`src/rtl/pwm_dac_pkg.sv`:
```
// Shared defaults and config-word field layout for the dithered PWM DAC.
// The encoder helper builds a config word from its duty and pattern fields.
package pwm_dac_pkg;

  localparam int CNT_W_DEF  = 8;
  localparam int DITH_N_DEF = 16;
  localparam int CCW_DEF    = CNT_W_DEF + DITH_N_DEF;

  localparam int DUTY_LSB = DITH_N_DEF;
  localparam int PAT_LSB  = 0;

  function automatic logic [CCW_DEF-1:0] encode_cfg(
    input logic [CNT_W_DEF-1:0]  duty,
    input logic [DITH_N_DEF-1:0] pat
  );
    logic [CCW_DEF-1:0] w;
    w = '0;
    w[DUTY_LSB +: CNT_W_DEF] = duty;
    w[PAT_LSB +: DITH_N_DEF] = pat;
    return w;
  endfunction

endpackage

```
`src/rtl/pwm_frame_cnt.sv`:
```
// Period counter (cnt) and dither index (idx) pair. Both clear while disabled,
// so re-enabling always starts a fresh frame at idx 0.
module pwm_frame_cnt #(
  parameter int CNT_W  = 8,
  parameter int DITH_N = 16,
  parameter int IDX_W  = $clog2(DITH_N)
) (
  input  logic             clk_i,
  input  logic             rstn_i,
  input  logic             en_i,
  output logic [CNT_W-1:0] cnt_o,
  output logic [IDX_W-1:0] idx_o,
  output logic             frame_end_o
);

  logic [CNT_W-1:0] cnt_q, cnt_d;
  logic [IDX_W-1:0] idx_q, idx_d;
  logic             cnt_max;
  logic             idx_last;

  assign cnt_max  = (cnt_q == {CNT_W{1'b1}});
  assign idx_last = (idx_q == IDX_W'(DITH_N - 1));

  always_comb begin
    cnt_d = '0;
    idx_d = '0;
    if (en_i) begin
      cnt_d = cnt_q + 1'b1;
      idx_d = idx_q;
      if (cnt_max) begin
        idx_d = idx_last ? '0 : idx_q + 1'b1;
      end
    end
  end

  always_ff @(posedge clk_i or negedge rstn_i) begin
    if (!rstn_i) begin
      cnt_q <= '0;
      idx_q <= '0;
    end else begin
      cnt_q <= cnt_d;
      idx_q <= idx_d;
    end
  end

  assign cnt_o       = cnt_q;
  assign idx_o       = idx_q;
  assign frame_end_o = en_i & cnt_max & idx_last;

endmodule

```
`src/rtl/pwm_dither_dac.sv`:
```
// Dithered PWM DAC output stage: captures the config word at frame end and
// compares the period counter against duty plus the per-period dither bit.
module pwm_dither_dac
  import pwm_dac_pkg::*;
#(
  parameter int CNT_W  = CNT_W_DEF,
  parameter int DITH_N = DITH_N_DEF,
  parameter int CCW    = CCW_DEF,
  parameter int IDX_W  = $clog2(DITH_N)
) (
  input  logic             clk_i,
  input  logic             rstn_i,
  input  logic             en_i,
  input  logic [CCW-1:0]   cfg_i,
  output logic             pwm_o,
  output logic             frame_o,
  output logic [IDX_W-1:0] idx_o
);

  logic [CNT_W-1:0]  cnt;
  logic [IDX_W-1:0]  idx;
  logic              frame_end;

  logic [CNT_W-1:0]  duty_q, duty_d;
  logic [DITH_N-1:0] pat_q, pat_d;
  logic              pwm_q, pwm_d;
  logic              frame_q, frame_d;
  logic [IDX_W-1:0]  idx_q, idx_d;
  logic [CNT_W:0]    thr;

  pwm_frame_cnt #(
    .CNT_W (CNT_W),
    .DITH_N(DITH_N),
    .IDX_W (IDX_W)
  ) u_cnt (
    .clk_i      (clk_i),
    .rstn_i     (rstn_i),
    .en_i       (en_i),
    .cnt_o      (cnt),
    .idx_o      (idx),
    .frame_end_o(frame_end)
  );

  // One extra bit keeps duty=max plus a dither bit at 2^CNT_W: high all period.
  assign thr = {1'b0, duty_q} + {{CNT_W{1'b0}}, pat_q[idx]};

  always_comb begin
    duty_d  = duty_q;
    pat_d   = pat_q;
    pwm_d   = 1'b0;
    frame_d = 1'b0;
    idx_d   = '0;
    if (frame_end) begin
      duty_d = cfg_i[CCW-1:DITH_N];
      pat_d  = cfg_i[DITH_N-1:0];
    end
    if (en_i) begin
      pwm_d   = ({1'b0, cnt} < thr);
      frame_d = (cnt == '0) && (idx == '0);
      idx_d   = idx;
    end
  end

  always_ff @(posedge clk_i or negedge rstn_i) begin
    if (!rstn_i) begin
      duty_q  <= '0;
      pat_q   <= '0;
      pwm_q   <= 1'b0;
      frame_q <= 1'b0;
      idx_q   <= '0;
    end else begin
      duty_q  <= duty_d;
      pat_q   <= pat_d;
      pwm_q   <= pwm_d;
      frame_q <= frame_d;
      idx_q   <= idx_d;
    end
  end

  assign pwm_o   = pwm_q;
  assign frame_o = frame_q;
  assign idx_o   = idx_q;

endmodule

```
`config.mk`:
```
export PLATFORM = sky130hd
export DESIGN_NAME = pwm_dither_dac
export DESIGN_NICKNAME = d
export VERILOG_FILES = /design/src/rtl/pwm_dac_pkg.sv /design/src/rtl/pwm_frame_cnt.sv /design/src/rtl/pwm_dither_dac.sv
export SDC_FILE = /design/constraint.sdc
export NUM_CORES = 1
export LEC_CHECK = 0
export ABC_AREA = 1
export BUFFER_PORTS_ARGS = -buffer_cell sky130_fd_sc_hd__buf_2
export CELL_PAD_IN_SITES_DETAIL_PLACEMENT = 1
export CELL_PAD_IN_SITES_GLOBAL_PLACEMENT = 1
export CORE_AREA = 2 2 76 78
export CTS_BUF_LIST = sky130_fd_sc_hd__clkbuf_4
export DETAILED_ROUTE_END_ITERATION = 16
export DIE_AREA = 0 0 78 80
export HOLD_SLACK_MARGIN = 0.02
export PLACE_DENSITY = 0.85
export SYNTH_ARGS = -nofsm -noshare
export SYNTH_HDL_FRONTEND = slang
export SYNTH_SLANG_ARGS = --single-unit
```
`constraint.sdc`:
```
create_clock -name clk_i -period 2.85 [get_ports clk_i]
set_clock_uncertainty 0.1 [all_clocks]
set_input_delay 0.1425 -clock clk_i [delete_from_list [all_inputs] [get_ports clk_i]]
set_output_delay 0.1425 -clock clk_i [all_outputs]
set_load 0.03 [all_outputs]
```
==> summary.txt, run 1 <==
Final layout
  – Fraction of layout cells with a size suffix above 1: 20.5%
  – Diodes inserted: 0
  – Multi-input logic area: 1150 um^2
  – FF+latch area: 1050 um^2
  – Area growth syn-to-layout: 27.1%
  – Final net count: 392
  – Final core occ: 54.7%
  – Fillcell total: 672
  – Finished Cell Area: 2960 um^2

Clock network
  – Worst-Skew Late Latency: 0.36 ns
  – H-tree levels: 2
  – CTS tree: yes
  – CTS Buf Count: 5
  – Clk slew on worst S/H paths: 0.13 ns
  – CTS Root Cell: clkbuf_4
  – Sink Count: 42
  – Largest buffer count on any clock path: 2

Critical path
  – CP most frequent cell: nand2_1
  – CP Max Fanout: 6
  – Worst path required time: 3.05 ns
  – Worst r2r src: u_cnt.idx_o[0]
  – Crit path DAT: 2.92 ns
  – Worst path cell trace: clkinvlp_4 > nand2_1 > nand3_1 > nand2_1 > nand2_1 > nand3_1 > nand2_1 > ha_2 > ha_4 > nand3_4 > xor2_1 > ha_1 > nand2_1 > inv_1 > a21oi_1 > nand2_1 > a21oi_2
  – Critical Path Max Stage Delay: 0.47 ns
  – CP endpoint kind: register
  – Setup crit start: u_cnt.idx_o[0]
  – Critical path class: reg2reg
  – CP Launch Type: register
  – CP max stage cell: dfrtp_2

Global routing
  – Vias in the first global route: 2221
  – First-pass GRT wire length: 10.6 mm
  – Gr usage total: 21.8%
  – Global route overflow: 0
  – Pin count of the biggest net entering global routing: 43
  – Antenna violations before repair: 0

Routing
  – Post-route ant nets: 0
  – Vias/cell: 5.13
  – Routed len/inst: 15.6 um
  – # DRC: 0
  – Via count: 2172
  – Drt first-iter violations: 86
  – Drt pass-1 iters: 4
  – Final WL: 6.60 mm

Floorplan
  – Starting Density: 43.1%
  – Die Height: 80 um
  – Core area: 5410 um^2
  – Num rows: 27
  – Die area: 6240 um^2
  – I/O pin cnt: 33
  – Die width: 78 um

Power
  – Power Density: 363 nW/um^2
  – Overall Power: 1.07 mW
  – Maximum VDD drop: 187 uV
  – Leakage: 1.53 nW

STA
  – Setup tns final: 0 ns
  – # setup viols final: 0
  – Max Freq: 369 MHz
  – Fin crit share: 95.1%
  – Period minus WS final: 2.71 ns
  – Worst hold margin: 0.356 ns
  – Worst-Margin Slew: 0.943 ns
  – Final hold vios: 0
  – Normalized max-slew margin: 37.1%
  – Slew Viols, Final: 0

Yosys
  – Seq/Total Area, Yosys: 45.2%
  – Post-Syn Nets: 330
  – Yosys cell types: 22
  – Synthesized area: 2330 um^2
  – Synthesized netlist cell count: 289
  – Yosys warns: 0
  – Syn Area/Cell: 8.05 um^2
  – #FFs+latches synth: 42

Status
  – Status: complete, no violations

Placement
  – Placer Congestion: 0.834
  – DP Area: 2530 um^2
  – Port bufs: 32
  – Post-DP HPWL: 3.96 mm

Flow run
  – Max cap viols: 0

Hold path
  – Worst hold path type: in2async
synthesized netlist by cell type, drive strengths merged:
| cell type | instances | area, um^2 |
|---|---|---|
| nand3 | 40 | 250 |
| nor2 | 12 | 60.1 |
| inv | 26 | 97.6 |
| ha | 14 | 175 |
| nand3b | 1 | 7.51 |
| a21oi | 9 | 45.0 |
| xnor2 | 2 | 17.5 |
| nand2 | 112 | 428 |
| xor2 | 4 | 35.0 |
| buf | 8 | 65.1 |
| dfrtp | 42 | 1050 |
| nand4 | 3 | 18.8 |
| clkbuf | 3 | 11.3 |
| o21ai | 8 | 40.0 |
| nor3 | 5 | 25.0 |
routing by layer:
layer / track usage [%] / vias to the layer above / wire length, um
met5: 0 / - / 0
met4: 7.19 / 0 / 108
met3: 3.85 / 11 / 164
met2: 39.1 / 42 / 3540
met1: 26.7 / 1082 / 2780
li1: - / 1037 / -
layout make-up:
| type | count | share of cell area, % |
|---|---|---|
| clock inverters | 2 | 1.14 |
| repair inverters | 1 | 0.254 |
| flip-flops and latches | 42 | 35.6 |
| well taps | 72 | 3.05 |
| repair buffers | 65 | 16.2 |
| inverters | 26 | 3.43 |
| clock buffers | 5 | 1.27 |
| multi-input cells | 210 | 39.0 |
state kept, by name (all words and copies together), names as in the netlist:
name	count
idx_o	4
u_cnt.cnt_o	8
u_cnt.idx_o	4
pwm_o	1
frame_o	1
duty_q	8
pat_q	16
power breakdown:
group	switching (mW)	leakage, nW	total (mW)	internal (mW)
logic	0.0474	0.913	0.0955	0.0481
registers	0.00509	0.581	0.607	0.602
clock network	0.194	0.0387	0.372	0.178
cells by family after synthesis:
family	after synthesis	share of synthesized area, %
simple gates	173	33.9
flops	42	45.2
buf+inv	37	7.47
compound gates	17	3.66
fa+ha+maj	14	7.53
xor+xnor	6	2.26
worst max-delay path, delay by kind of cell, from the launching register on:
| family | cells | cell delay [ns] |
|---|---|---|
| fa+ha+maj | 3 | 0.66 |
| buf+inv | 2 | 0.24 |
| compound gates | 2 | 0.26 |
| xor+xnor | 1 | 0.20 |
| flops | 1 | 0.47 |
| simple gates | 9 | 0.71 |
what timing repair did:
item / CTS / global route
setup endpoints to repair: 0 / 1
gates resized for setup: 0 / 16
endpoints found under the hold margin: 69 / 0
hold buffers: 26 / 0
setup buffers: 0 / 3
final timing paths:
path	endpoint	slack (ns)	cells after the start
worst max-delay path	pwm_o	0.14	17
worst min-delay path	u_cnt.cnt_o[0]	0.36	2
worst max register to register	pwm_o	0.14	17
worst min register to register	pat_q[9]	0.40	2
max in group asynchronous	u_cnt.idx_o[0]	1.66	2
min in group clk_i	pat_q[9]	0.40	2
stage by stage:
stage	setup WS, ns	std cells
5_1_grt	-0.0712	423
3_3_place_gp	0.224	386
4_1_cts	0.0321	419
2_1_floorplan	0.252	289
6_report	0.139	423
3_5_place_dp	0.0622	386
cell usage in the layout (no fill, tap or decap):
| master | Yosys | final |
|---|---|---|
| nand2_1 | 109 | 108 |
| dfrtp_1 | 42 | 41 |
| buf_2 | 4 | 32 |
| nand3_1 | 30 | 29 |
| dlygate4sd3_1 | 0 | 26 |
| inv_1 | 25 | 24 |
| ha_1 | 14 | 12 |
| nand3_2 | 10 | 10 |
| nor2_1 | 10 | 9 |
| o21ai_0 | 8 | 8 |
| a21oi_1 | 9 | 7 |
| buf_4 | 1 | 6 |
| nor3_1 | 5 | 5 |
| clkbuf_4 | 0 | 5 |
| nand2_2 | 3 | 4 |
| xor2_1 | 4 | 4 |
| nor2_4 | 2 | 3 |
| nand4_1 | 3 | 3 |
| clkinvlp_4 | 0 | 2 |
| a21oi_2 | 0 | 2 |
| nand3b_1 | 1 | 1 |
| nand3_4 | 0 | 1 |
| xnor2_2 | 0 | 1 |
| xnor2_1 | 2 | 1 |
| inv_2 | 1 | 1 |
| ha_4 | 0 | 1 |
| ha_2 | 0 | 1 |
| bufinv_16 | 0 | 1 |
| clkinv_1 | 0 | 1 |
| buf_8 | 1 | 1 |
| dfrtp_2 | 0 | 1 |
Note: power is estimated with default switching activity, not from simulation.
==> run 2: changes to the inputs <==
==> constraint.sdc (replaced) <==
create_clock -name clk_i -period 2.85 [get_ports clk_i]
set_clock_uncertainty 0.1 [all_clocks]
set_input_delay 0.57 -clock clk_i [delete_from_list [all_inputs] [get_ports clk_i]]
set_output_delay 0.57 -clock clk_i [all_outputs]
set_load 0.03 [all_outputs]
==> summary.txt, run 2 (synthesized netlist as in run 1, its figures left out) <==
STA
  – Final WS setup: 0.269 ns (+0.130 ns)
  – # setup viols final: 0 (unchanged)
  – Max Freq: 387 MHz (+5.1%)
  – Worst-Margin Slew: 0.934 ns (-0.00900 ns)
  – Fin crit share: 90.6% (-4.6 points)
  – Final hold vios: 0 (unchanged)
  – Setup tns final: 0 ns (unchanged)
  – RSZ-0062 raised after global routing: no
  – Period minus WS final: 2.58 ns (-0.130 ns)
  – Normalized max-slew margin: 37.7% (+0.60 points)
  – Slew Viols, Final: 0 (unchanged)

Final layout
  – Diodes inserted: 0 (unchanged)
  – Area growth syn-to-layout: 13.8%
  – Final net count: 365 (-6.9%)
  – Commonest cells after routing, fill and taps aside: nand2_1 (109), dfrtp_1 (41), buf_2 (32)
  – Largest Register: pat_q
  – Finished Cell Area: 2650 um^2 (-10%)
  – Max reg flops: 16 (unchanged)
  – Final core occ: 49.0% (-5.7 points)
  – Leading cell type in the layout, fill and taps excluded: nand2_1
  – Fraction of layout cells with a size suffix above 1: 20.7% (+0.17 points)

Routing
  – Routed len/inst: 13.3 um (-15%)
  – Drt first-iter violations: 62 (-28%)
  – # DRC: 0 (unchanged)
  – Final WL: 5.25 mm (-20%)
  – Via count: 1973 (-9.2%)
  – Vias/cell: 4.98 (-3.0%)
  – Drt pass-1 iters: 4 (unchanged)
  – Post-route ant nets: 0 (unchanged)

Global routing
  – Vias in the first global route: 1998 (-10%)
  – Antenna violations before repair: 0 (unchanged)
  – Gr usage total: 18.8% (-3.0 points)
  – First-pass GRT wire length: 9.22 mm (-13%)
  – Global route overflow: 0 (unchanged)
  – Pin count of the biggest net entering global routing: 43 (unchanged)

Placement
  – Placer Congestion: 0.834 (unchanged)
  – DP Area: 2530 um^2 (unchanged)
  – Post-DP HPWL: 3.96 mm (unchanged)
  – Port bufs: 32 (unchanged)
  – Post-placement setup slack: 0.0622 ns (unchanged)

Hold path
  – Worst hold path type: in2async

Clock network
  – Sink Count: 42 (unchanged)
  – CTS tree: yes
  – # hold bufs at CTS: 0 (-100%)
  – Worst-Skew Late Latency: 0.36 ns (about the same)
  – H-tree levels: 2 (unchanged)
  – Largest buffer count on any clock path: 2 (unchanged)
  – CTS Buf Count: 5 (unchanged)
  – CTS Root Cell: clkbuf_4
  – Clk slew on worst S/H paths: 0.12 ns (about the same)

Critical path
  – R2R Setup Slk: 0.27 ns (+0.13 ns)
  – Critical path buffers and inverters: 1 (-1)
  – CP Max Fanout: 5 (-1)
  – CP Launch Type: register
  – CP most frequent cell: nand2_1
  – Cell family with most CP delay: simple AND/OR/NAND/NOR gates
  – Worst path required time: 3.05 ns (about the same)
  – Critical Path Max Stage Delay: 0.44 ns (-0.03 ns)
  – Critical path class: reg2reg
  – Crit path DAT: 2.79 ns (-0.13 ns)
  – CP endpoint kind: register
  – CP max stage cell: dfrtp_2
  – Worst path cell trace: buf_6 > nand2_1 > nand2_1 > nand2_1 > nand3_1 > nand3_1 > nand2_1 > ha_1 > ha_2 > nand3_2 > nor2_2 > xnor2_1 > ha_1 > nand2_1 > nand2_1 > nand2_1 > nand2_1 > nand2_1 > nand2_1 > a21oi_2

Floorplan
  – Die Height: 80 um (unchanged)
  – Starting Density: 43.1% (unchanged)
  – I/O pin cnt: 33 (unchanged)
  – Die area: 6240 um^2 (unchanged)
  – Num rows: 27 (unchanged)
  – Core area: 5410 um^2 (unchanged)
  – Die width: 78 um (unchanged)

Power
  – Leakage: 1.43 nW (-6.9%)
  – Maximum VDD drop: 208 uV (+11%)
  – Power Density: 393 nW/um^2 (+8.2%)

Status
  – Status: complete, no violations

Flow run
  – Max cap viols: 0 (unchanged)
==> run 2: cell types whose count changed in the layout (fill, tap and decap cells not counted), sizes merged <==
cell | previous run | this run
clkinv | 1 | 2
clkinvlp | 2 | 0
dlygate4sd3 | 26 | 0
==> run 2: worst paths after layout <==
kind,startpoint,endpoint,depth (start not counted)
max reg2reg,u_cnt.idx_o[0],pwm_o,20
min reg2reg,pat_q[11],pat_q[11],2
min,rstn_i,u_cnt.cnt_o[0],1
max,u_cnt.idx_o[0],pwm_o,20
max in group asynchronous,rstn_i,u_cnt.idx_o[0],1
min in group clk_i,cfg_i[15],pat_q[15],3
==> run 2: metal layers <==
layer	track usage, %	part of all wire [%]	vias to the layer above
li1	-	-	985
met1	24.3	45	955
met2	31.9	51	26
met3	3.51	2.6	7
met4	6.14	1.4	0
met5	0	0	-
==> run 2: what timing repair did <==
item,in CTS,in global routing
setup endpoints to repair,0,1
setup buffers,0,2
resized for setup,0,10
==> run 2: power by group <==
group / switching (mW) / internal [mW] / leakage [nW]
Sequential: 0.00499 / 0.602 / 0.581
Combinational: 0.0402 / 0.0248 / 0.807
Clock: 0.192 / 0.177 / 0.0387
Total: 0.237 / 0.804 / 1.43
==> run 2: area by class of cell <==
type | instances | area [um^2]
tap | 72 | 90.1
inverter | 26 | 103
fill | 692 | 2760
multi-input combinational | 210 | 1120
clock buffer | 5 | 37.5
clock inverter | 2 | 33.8
timing repair buffer | 39 | 216
sequential | 42 | 1050
==> run 2: per-stage QoR <==
stage	instances	hold slack, ns	total power [mW]
after CTS	393	0.269	1.06
after global routing	396	0.307	1.09
after floorplan	289	0.174	0.643
after detailed placement	386	0.370	0.684
after global placement	386	0.358	0.681
final	396	0.233	1.04
==> run 3: changes to the inputs <==
- ABC_AREA: 1 -> default
- CORE_AREA: 2 2 76 78 -> 2 2 72 74
- DIE_AREA: 0 0 78 80 -> 0 0 74 76
- PLACE_DENSITY: 0.85 -> 0.84
==> summary.txt, run 3 <==
Status
  – Status: complete, but fails checks
  – Failing checks: setup timing

Floorplan
  – Core area: 4910 um^2 (-9.1%)
  – Starting Density: 46.3% (+3.2 points)
  – Die area: 5620 um^2 (-9.9%)
  – Num rows: 26 (-3.7%)
  – I/O pin cnt: 33 (unchanged)
  – Die width: 74 um (-5.1%)
  – Die Height: 76 um (-5.0%)

Routing
  – Post-route ant nets: 0 (unchanged)
  – Drt first-iter violations: 24 (-61%)
  – Drt pass-1 iters: 3 (-1)
  – Final WL: 4.58 mm (-13%)
  – Vias/cell: 5.09 (+2.3%)
  – Routed len/inst: 16.1 um (+21%)
  – # DRC: 0 (unchanged)
  – Via count: 1452 (-26%)

Clock network
  – CTS Buf Count: 5 (unchanged)
  – Largest buffer count on any clock path: 2 (unchanged)
  – CTS Root Cell: clkbuf_4
  – Setup Buffers After CTS: 0 (unchanged)
  – Clk slew on worst S/H paths: 0.13 ns (about the same)
  – Sink Count: 42 (unchanged)
  – Worst-Skew Late Latency: 0.35 ns (about the same)
  – H-tree levels: 2 (unchanged)
  – CTS tree: yes
  – # hold bufs at CTS: 0 (unchanged)

Yosys
  – Post-Syn Nets: 208 (-37%)
  – Number of flops mapped to enable cells by yosys: 0 (unchanged)
  – Area leader, netlist: dfrtp_1
  – Synth area leaders: dfrtp_1 (46%), mux2_4 (13%), ha_1 (7.7%), mux4_2 (5.0%), and2_1 (2.8%)
  – Syn Area/Cell: 13.6 um^2 (+69%)
  – Top_reg_cell synth: dfrtp_1
  – Synthesized area: 2270 um^2 (-2.4%)
  – Post-synth top cells: dfrtp_1 (42), mux2_4 (20), ha_1 (14)
  – FFs w/ async S/R, synth: 100% (unchanged)
  – Synthesized netlist cell count: 167 (-42%)
  – #FFs+latches synth: 42 (unchanged)
  – Yosys warns: 0 (unchanged)
  – Seq/Total Area, Yosys: 46.3% (+1.1 points)
  – Top-count cell post-synth: dfrtp_1
  – Top-area cell type share of the netlist area: 46.3% (+1.1 points)
  – Yosys cell types: 37 (+68%)

Critical path
  – CP Launch Type: register
  – Crit path DAT: 3.33 ns (+0.54 ns)
  – CP endpoint kind: register
  – Worst path required time: 3.05 ns (about the same)
  – Critical path class: reg2reg
  – CP Max Fanout: 5 (unchanged)

Placement
  – Port bufs: 32 (unchanged)
  – Post-placement setup slack: -0.369 ns (-0.431 ns)
  – Post-DP HPWL: 3.53 mm (-11%)
  – DP Area: 2580 um^2 (+1.9%)
  – Placer Congestion: 0.769 (-7.8%)

Final layout
  – Diodes inserted: 0 (unchanged)
  – Finished Cell Area: 2670 um^2 (+0.76%)
  – Fillcell total: 500 (-28%)
  – Largest Register: pat_q
  – Commonest cells after routing, fill and taps aside: dfrtp_1 (41), buf_2 (32), mux2_4 (20)
  – Final net count: 255 (-30%)
  – Fraction of layout cells with a size suffix above 1: 45.1% (+24 points)
  – Area growth syn-to-layout: 17.5%
  – Max reg flops: 16 (unchanged)
  – Leading cell type in the layout, fill and taps excluded: dfrtp_1

STA
  – RSZ-0062 raised after global routing: yes
  – Final hold vios: 0 (unchanged)
  – Slew Viols, Final: 0 (unchanged)
  – Max Freq: 319 MHz (-18%)
  – Final WS setup: -0.286 ns (-0.555 ns)
  – Worst-Margin Slew: 0.910 ns (-0.0237 ns)
  – Period minus WS final: 3.14 ns (+0.555 ns)
  – # setup viols final: 1 (+1)
  – Fin crit share: 110% (+19 points)
  – Setup tns final: -0.286 ns (-0.286 ns)
  – Normalized max-slew margin: 39.3% (+1.6 points)

Global routing
  – Antenna violations before repair: 0 (unchanged)
  – Pin count of the biggest net entering global routing: 43 (unchanged)
  – Vias in the first global route: 1664 (-17%)
  – Global route overflow: 0 (unchanged)
  – First-pass GRT wire length: 7.82 mm (-15%)
  – Gr usage total: 18.4% (-0.46 points)

Hold path
  – Worst hold path type: in2async

Power
  – Power Density: 399 nW/um^2 (+1.6%)
  – Leakage: 1.30 nW (-8.8%)
  – Maximum VDD drop: 224 uV (+7.9%)

Flow run
  – Max cap viols: 0 (unchanged)
==> run 3: cell types whose count changed in the layout (fill, tap and decap cells not counted), sizes merged, moves of 4 or more <==
cell	before	now
buf	39	47
nand2	112	7
and2	0	11
mux4	0	5
inv	25	5
mux2	0	25
nor3	5	1
nor2b	0	4
a21oi	9	0
xnor2	2	6
nand3	40	5
o21ai	8	3
nor2	12	2
==> run 3: critical path, cell delays in order (launching register included) <==
cell	delay (ns)
dfrtp_2	0.47
mux4_2	0.51
mux4_2	0.50
ha_2	0.19
ha_2	0.18
nand3_2	0.08
nor2_1	0.07
xnor2_1	0.13
ha_1	0.29
a21o_1	0.19
a211oi_2	0.21
a41oi_1	0.06
nand2_1	0.09
==> run 3: per-layer routing <==
metal  up-vias  wire (um)  GRT usage [%]
li1        692          -              -
met1       725       1950           22.3
met2        28       2440           32.1
met3         7        132           3.97
met4         0         57           5.27
met5         -          0              0
==> run 3: layout make-up <==
cell class                 count  area [um^2]  area share [%]
clock buffer                   7         52.6            1.97
inverter                       5         18.8           0.703
multi-input combinational    113         1150            43.3
clock inverter                 1         30.0            1.13
timing repair buffer          47          273            10.2
sequential                    42         1050            39.4
tap                           70         87.6            3.28
==> run 3: worst paths after layout <==
kind                       slack (ns)              to           start  cells past startpoint
max in group asynchronous        1.80  u_cnt.idx_o[0]          rstn_i                      1
min in group clk_i               0.33       pat_q[13]       cfg_i[13]                      2
hold / removal                   0.24        idx_o[1]          rstn_i                      1
hold reg to reg                  0.44       pat_q[11]       pat_q[11]                      1
setup / recovery                -0.29           pwm_o  u_cnt.idx_o[0]                     12
setup reg to reg                -0.29           pwm_o  u_cnt.idx_o[0]                     12
==> run 3: cell families after synthesis <==
logic type	count (synthesis)	synth area share [%]
buf+inv	12	3.91
compound gates	13	4.13
simple gates	43	12.2
xor+xnor	11	4.24
flops	42	46.3
mux	32	21.5
fa+ha+maj	14	7.71
==> run 3: report_power, final <==
group	internal, mW	switching (mW)	total, mW	leakage [nW]
logic	0.0257	0.0354	0.0610	0.674
registers	0.602	0.00643	0.608	0.581
clock network	0.205	0.191	0.396	0.0463
total	0.833	0.232	1.06	1.30
==> run 3: stage by stage <==
stage          hold WS [ns]  utilization (%)  power [mW]  std cells
4_1_cts               0.257             54.3        1.08        285
2_1_floorplan         0.174                -       0.643        167
3_3_place_gp          0.403             52.5       0.680        277
5_1_grt               0.309             54.3        1.11        285
6_report              0.241             54.3        1.06        285
3_5_place_dp          0.413             52.5       0.682        277
==> run 3: repair_timing <==
action,in CTS,in global routing
cloned,0,0
setup endpoints to repair,1,1
pin swaps,4,0
resized for setup,2,0
